**config.mk**
```make
export PLATFORM = sky130hd
export DESIGN_NAME = brent_kung_16bit_flat
export DESIGN_NICKNAME = d
export VERILOG_FILES = /design/src/rtl/brent_kung_16bit_if.sv /design/src/rtl/brent_kung_16bit.sv /design/src/flat_wrapper.sv
export SDC_FILE = /design/constraint.sdc
export NUM_CORES = 1
export LEC_CHECK = 0
export CORE_UTILIZATION = 36
export CTS_CLUSTER_SIZE = 12
export DETAILED_ROUTE_END_ITERATION = 8
export GPL_ROUTABILITY_DRIVEN = 0
export PLACE_DENSITY = 0.77
export SLEW_MARGIN = 15
export SYNTH_ARGS = -nofsm -noshare
export SYNTH_HDL_FRONTEND = slang
export SYNTH_SLANG_ARGS = --single-unit
```
**constraint.sdc**
```tcl
create_clock -name clk -period 2.5 [get_ports clk]
set_clock_uncertainty 0.15 [all_clocks]
set_input_delay 0.5 -clock clk [delete_from_list [all_inputs] [get_ports clk]]
set_output_delay 0.5 -clock clk [all_outputs]
set_load 0.02 [all_outputs]
```
**src/rtl/brent_kung_16bit_if.sv**
```systemverilog
// Operand/result bundle for the 16-bit Brent-Kung adder.
// Operands a, b, cin go into the adder; registered s, cout come back out.
interface brent_kung_16bit_if;
  logic [15:0] a;
  logic [15:0] b;
  logic        cin;
  logic [15:0] s;
  logic        cout;

  modport master (output a, b, cin, input s, cout);
  modport slave  (input a, b, cin, output s, cout);
endinterface

```
**src/rtl/brent_kung_16bit.sv**
```systemverilog
// 16-bit adder with a Brent-Kung parallel-prefix carry network.
// The sum and carry-out are registered, giving a latency of one cycle.
module brent_kung_16bit (
  input logic               clk,
  input logic               rst,
  brent_kung_16bit_if.slave bus
);

  logic [15:0] g;
  logic [15:0] p;
  logic [15:0] gl [0:7];
  logic [15:0] pl [0:3];
  logic [16:0] c;
  logic [15:0] sum;

  assign g = bus.a & bus.b;
  assign p = bus.a ^ bus.b;

  always_comb begin
    for (int unsigned l = 0; l < 8; l++) gl[l] = '0;
    for (int unsigned l = 0; l < 4; l++) pl[l] = '0;

    // Position 0 absorbs cin (G[-1]), so every later span ending at bit 0
    // already covers the carry-in.
    gl[0]    = g;
    gl[0][0] = g[0] | (p[0] & bus.cin);
    pl[0]    = p;

    // Up-sweep, levels 1-3: black cells at spans 2, 4 and 8.
    for (int unsigned l = 1; l < 4; l++) begin
      gl[l] = gl[l-1];
      pl[l] = pl[l-1];
      for (int unsigned i = 0; i < 16; i++) begin
        if (((i + 1) % (1 << l)) == 0) begin
          gl[l][i] = gl[l-1][i] | (pl[l-1][i] & gl[l-1][i - (1 << (l-1))]);
          pl[l][i] = pl[l-1][i] & pl[l-1][i - (1 << (l-1))];
        end
      end
    end

    // Level 4 (span 16) and everything after it need G only.
    gl[4]     = gl[3];
    gl[4][15] = gl[3][15] | (pl[3][15] & gl[3][7]);

    // Down-sweep: 11 from 7.
    gl[5]     = gl[4];
    gl[5][11] = gl[4][11] | (pl[3][11] & gl[4][7]);

    // Down-sweep: 5, 9, 13 from 3, 7, 11.
    gl[6] = gl[5];
    for (int unsigned i = 5; i < 16; i += 4) begin
      gl[6][i] = gl[5][i] | (pl[2][i] & gl[5][i-2]);
    end

    // Down-sweep: even positions from their odd neighbour below.
    gl[7] = gl[6];
    for (int unsigned i = 2; i < 16; i += 2) begin
      gl[7][i] = gl[6][i] | (pl[0][i] & gl[6][i-1]);
    end
  end

  assign c   = {gl[7], bus.cin};
  assign sum = p ^ c[15:0];

  always_ff @(posedge clk) begin
    if (rst) begin
      bus.s    <= '0;
      bus.cout <= 1'b0;
    end else begin
      bus.s    <= sum;
      bus.cout <= c[16];
    end
  end

endmodule

```
**src/flat_wrapper.sv**
```systemverilog
// flat-port wrapper written by rule: the top's interface ports become plain ports
module brent_kung_16bit_flat 
  (clk, rst, bus_a, bus_b, bus_cin, bus_s, bus_cout);
  brent_kung_16bit_if bus_i ();
  input logic clk;
  input logic rst;
  input wire logic [$bits(bus_i.a)-1:0] bus_a;
  input wire logic [$bits(bus_i.b)-1:0] bus_b;
  input wire logic [$bits(bus_i.cin)-1:0] bus_cin;
  output wire logic [$bits(bus_i.s)-1:0] bus_s;
  output wire logic [$bits(bus_i.cout)-1:0] bus_cout;
  assign bus_i.a = bus_a;
  assign bus_i.b = bus_b;
  assign bus_i.cin = bus_cin;
  assign bus_s = bus_i.s;
  assign bus_cout = bus_i.cout;
  brent_kung_16bit u_core (.clk(clk), .rst(rst), .bus(bus_i));
endmodule
```
==> impl_metrics.json <==
{
  "status": "complete, but fails checks",
  "violations": "setup timing",
  "cp_slowest_cell": "fa_2",
  "max-clock-path-buffers": 2,
  "period_share": 1.02,
  "min_period_ns": 2.56,
  "synth_cells": 103,
  "whs_ns": 0.457,
  "antenna_found_initial": 0,
  "grt_start_max_net_pins": 15,
  "area_delta_synth_final_pct": 72.2,
  "via_per_inst": 4.72,
  "power.leakage_nw": 0.792,
  "drtIter0Drc": 4,
  "critPathLaunchType": "primary input",
  "finalPower_mw": 0.851,
  "ys_types": 21,
  "grt_usage": 0.164,
  "hp-class": "in -> reg",
  "crit_buf_inv": 3,
  "drc": 0,
  "place_inst": 197,
  "setup_ws_ns": -0.0616,
  "crit_family": "adder cells",
  "endpoint_kind": "flip-flop",
  "arrival_ns": 2.63,
  "final_max_slew_viol_count": 0,
  "cp_cell_sequence": "buf_8 > inv_12 > fa_2 > inv_2 > fa_2 > a211oi_4 > o211ai_2 > a41oi_2 > o21ai_2 > fa_2 > xnor2_2 > nor2_1",
  "clockRootBuffer": "clkbuf_4",
  "max_freq_mhz": 390,
  "tightest_slew_ns": 0.256,
  "dp_hpwl_um": 2110,
  "drt-total-wl_um": 2480,
  "final_cells": 202,
  "dp_slack_ns": -0.831,
  "cts_made_buffers": 3,
  "crit_top_cell": "fa_2",
  "ir_drop_mv": 0.324,
  "cp.required_ns": 2.57,
  "grt_first_pass_wirelength_um": 4110,
  "setup_viol": 3,
  "syn_area_sq_um": 1060,
  "hold_violations": 0,
  "avgRoutedWirePerCell_um": 12.3,
  "crit_type": "in -> reg",
  "nets": 230,
  "n_antenna_cell": 0,
  "dr.pass1.iters": 4,
  "clkTransAtPathRegs_ns": 0.10,
  "hold_buffers": 0,
  "slew_headroom": 0.829,
  "slowest_delay_ns": 0.36,
  "dieArea_sq_um": 3160,
  "rsz0062_at_grt": "yes",
  "dr_total_vias": 954,
  "syn_nets": 161,
  "p_per_area_nw_per_um2": 467,
  "worstPathMaxFanout": 3,
  "num_rows": 19,
  "dieWidth_um": 56.2,
  "yosysWarningCount": 0,
  "ant_nets": 0,
  "cts.sinks": 17,
  "io_pins": 52,
  "dieHeight_um": 56.2,
  "yosysSeqAreaShare": 0.322,
  "io_buffers": 51,
  "max_cap_violations": 0,
  "htreeDepth": 1,
  "tritoncts": "yes",
  "drive_gt1_frac": 0.234,
  "synth-seq-cells": 17,
  "coreArea_sq_um": 2760,
  "start_util": 0.383,
  "avgSynthCellArea_sq_um": 10.3,
  "first_global_vias": 982,
  "overflow": 0
}
## synth_stat cells (all sizes together)
| library cell | number | share of area |
|---|---|---|
| o41ai | 1 | 0.015 |
| nand3 | 1 | 0.0047 |
| dfxtp | 17 | 0.32 |
| ha | 14 | 0.17 |
| a211oi | 1 | 0.0071 |
| o21ai | 4 | 0.019 |
| xor2 | 2 | 0.017 |
| nor2 | 11 | 0.039 |
| nand2 | 6 | 0.021 |
| xnor2 | 5 | 0.041 |
| clkbuf | 1 | 0.0035 |
| nor2b | 6 | 0.036 |
| a21oi | 6 | 0.028 |
| nand2b | 1 | 0.0059 |
| fa | 9 | 0.17 |
| nor3 | 1 | 0.0047 |
| a21o | 2 | 0.014 |
| o211ai | 3 | 0.031 |
| inv | 11 | 0.039 |
| a41oi | 1 | 0.015 |
## cell usage in the layout, fill, tap and decap left out, drive strengths merged, types with 2 or more instances in the layout
| cell | synthesis | layout |
|---|---|---|
| clkbuf | 1 | 4 |
| o211ai | 3 | 3 |
| clkdlybuf4s50 | 0 | 44 |
| nand2 | 6 | 6 |
| a21oi | 6 | 6 |
| inv | 11 | 11 |
| xor2 | 2 | 2 |
| dlygate4sd2 | 0 | 4 |
| nor2b | 6 | 6 |
| fa | 9 | 9 |
| ha | 14 | 14 |
| dfxtp | 17 | 17 |
| a21o | 2 | 2 |
| xnor2 | 5 | 5 |
| nor2 | 11 | 11 |
| buf | 0 | 17 |
| o21ai | 4 | 4 |
## layout make-up
cell class | count | area, sq um
multi-input combinational | 74 | 738
tap | 31 | 38.8
fill | 240 | 937
timing repair buffer | 65 | 618
sequential | 17 | 340
inverter | 11 | 58.8
clock buffer | 4 | 26.3
## state kept, by name, summed over array words and instances, names as in the netlist
signal	cells
u_core.bus.s	16
u_core.bus.cout	1
## cells by family after synthesis
group	synth area share
buffers and inverters	0.0426
xor gates and xnor gates	0.0580
AOI/OAI and AO/OA	0.130
and+or+nand+nor	0.111
adders and majority gates	0.336
DFF	0.322
## path summary, 6_finish.rpt
path	start	end	slack, ns	depth (start not counted)
worst min-delay path	bus_b[0]	u_core.bus.s[0]	0.46	4
worst max-delay path	bus_cin	u_core.bus.s[15]	-0.06	12
## metal layers
| metal | GRT usage | share of wire | vias to the layer above |
|---|---|---|---|
| li1 | - | - | 480 |
| met1 | 0.174 | 0.38 | 441 |
| met2 | 0.321 | 0.57 | 29 |
| met3 | 0.0279 | 0.042 | 4 |
| met4 | 0.0523 | 0.012 | 0 |
| met5 | 0 | 0 | - |
## per-stage QoR
stage | area, sq um | TNS (ns) | util
floorplan | 1090 | -0.275 | -
global placement | 1730 | -8.33 | 0.627
detailed placement | 1730 | -9.08 | 0.627
CTS | 1780 | -0.0167 | 0.647
global route | 1820 | -0.683 | 0.660
finish | 1820 | -0.125 | 0.660
## report_power, final
group          internal (mW)  leakage, nW  switching (mW)
Clock                 0.0618       0.0150          0.0848
Sequential             0.307        0.142          0.0101
Combinational          0.213        0.635           0.174
Total                  0.582        0.792           0.269
## what timing repair did
| action | 4_1_cts | 5_1_grt |
|---|---|---|
| gates resized for setup | 27 | 5 |
| cloned | 0 | 0 |
| setup buffers | 0 | 1 |
| endpoints found under the hold margin | 0 | 0 |
| pin swaps | 7 | 8 |
| endpoints found under the setup margin | 14 | 5 |
Note: power is estimated with default switching activity, not from simulation.
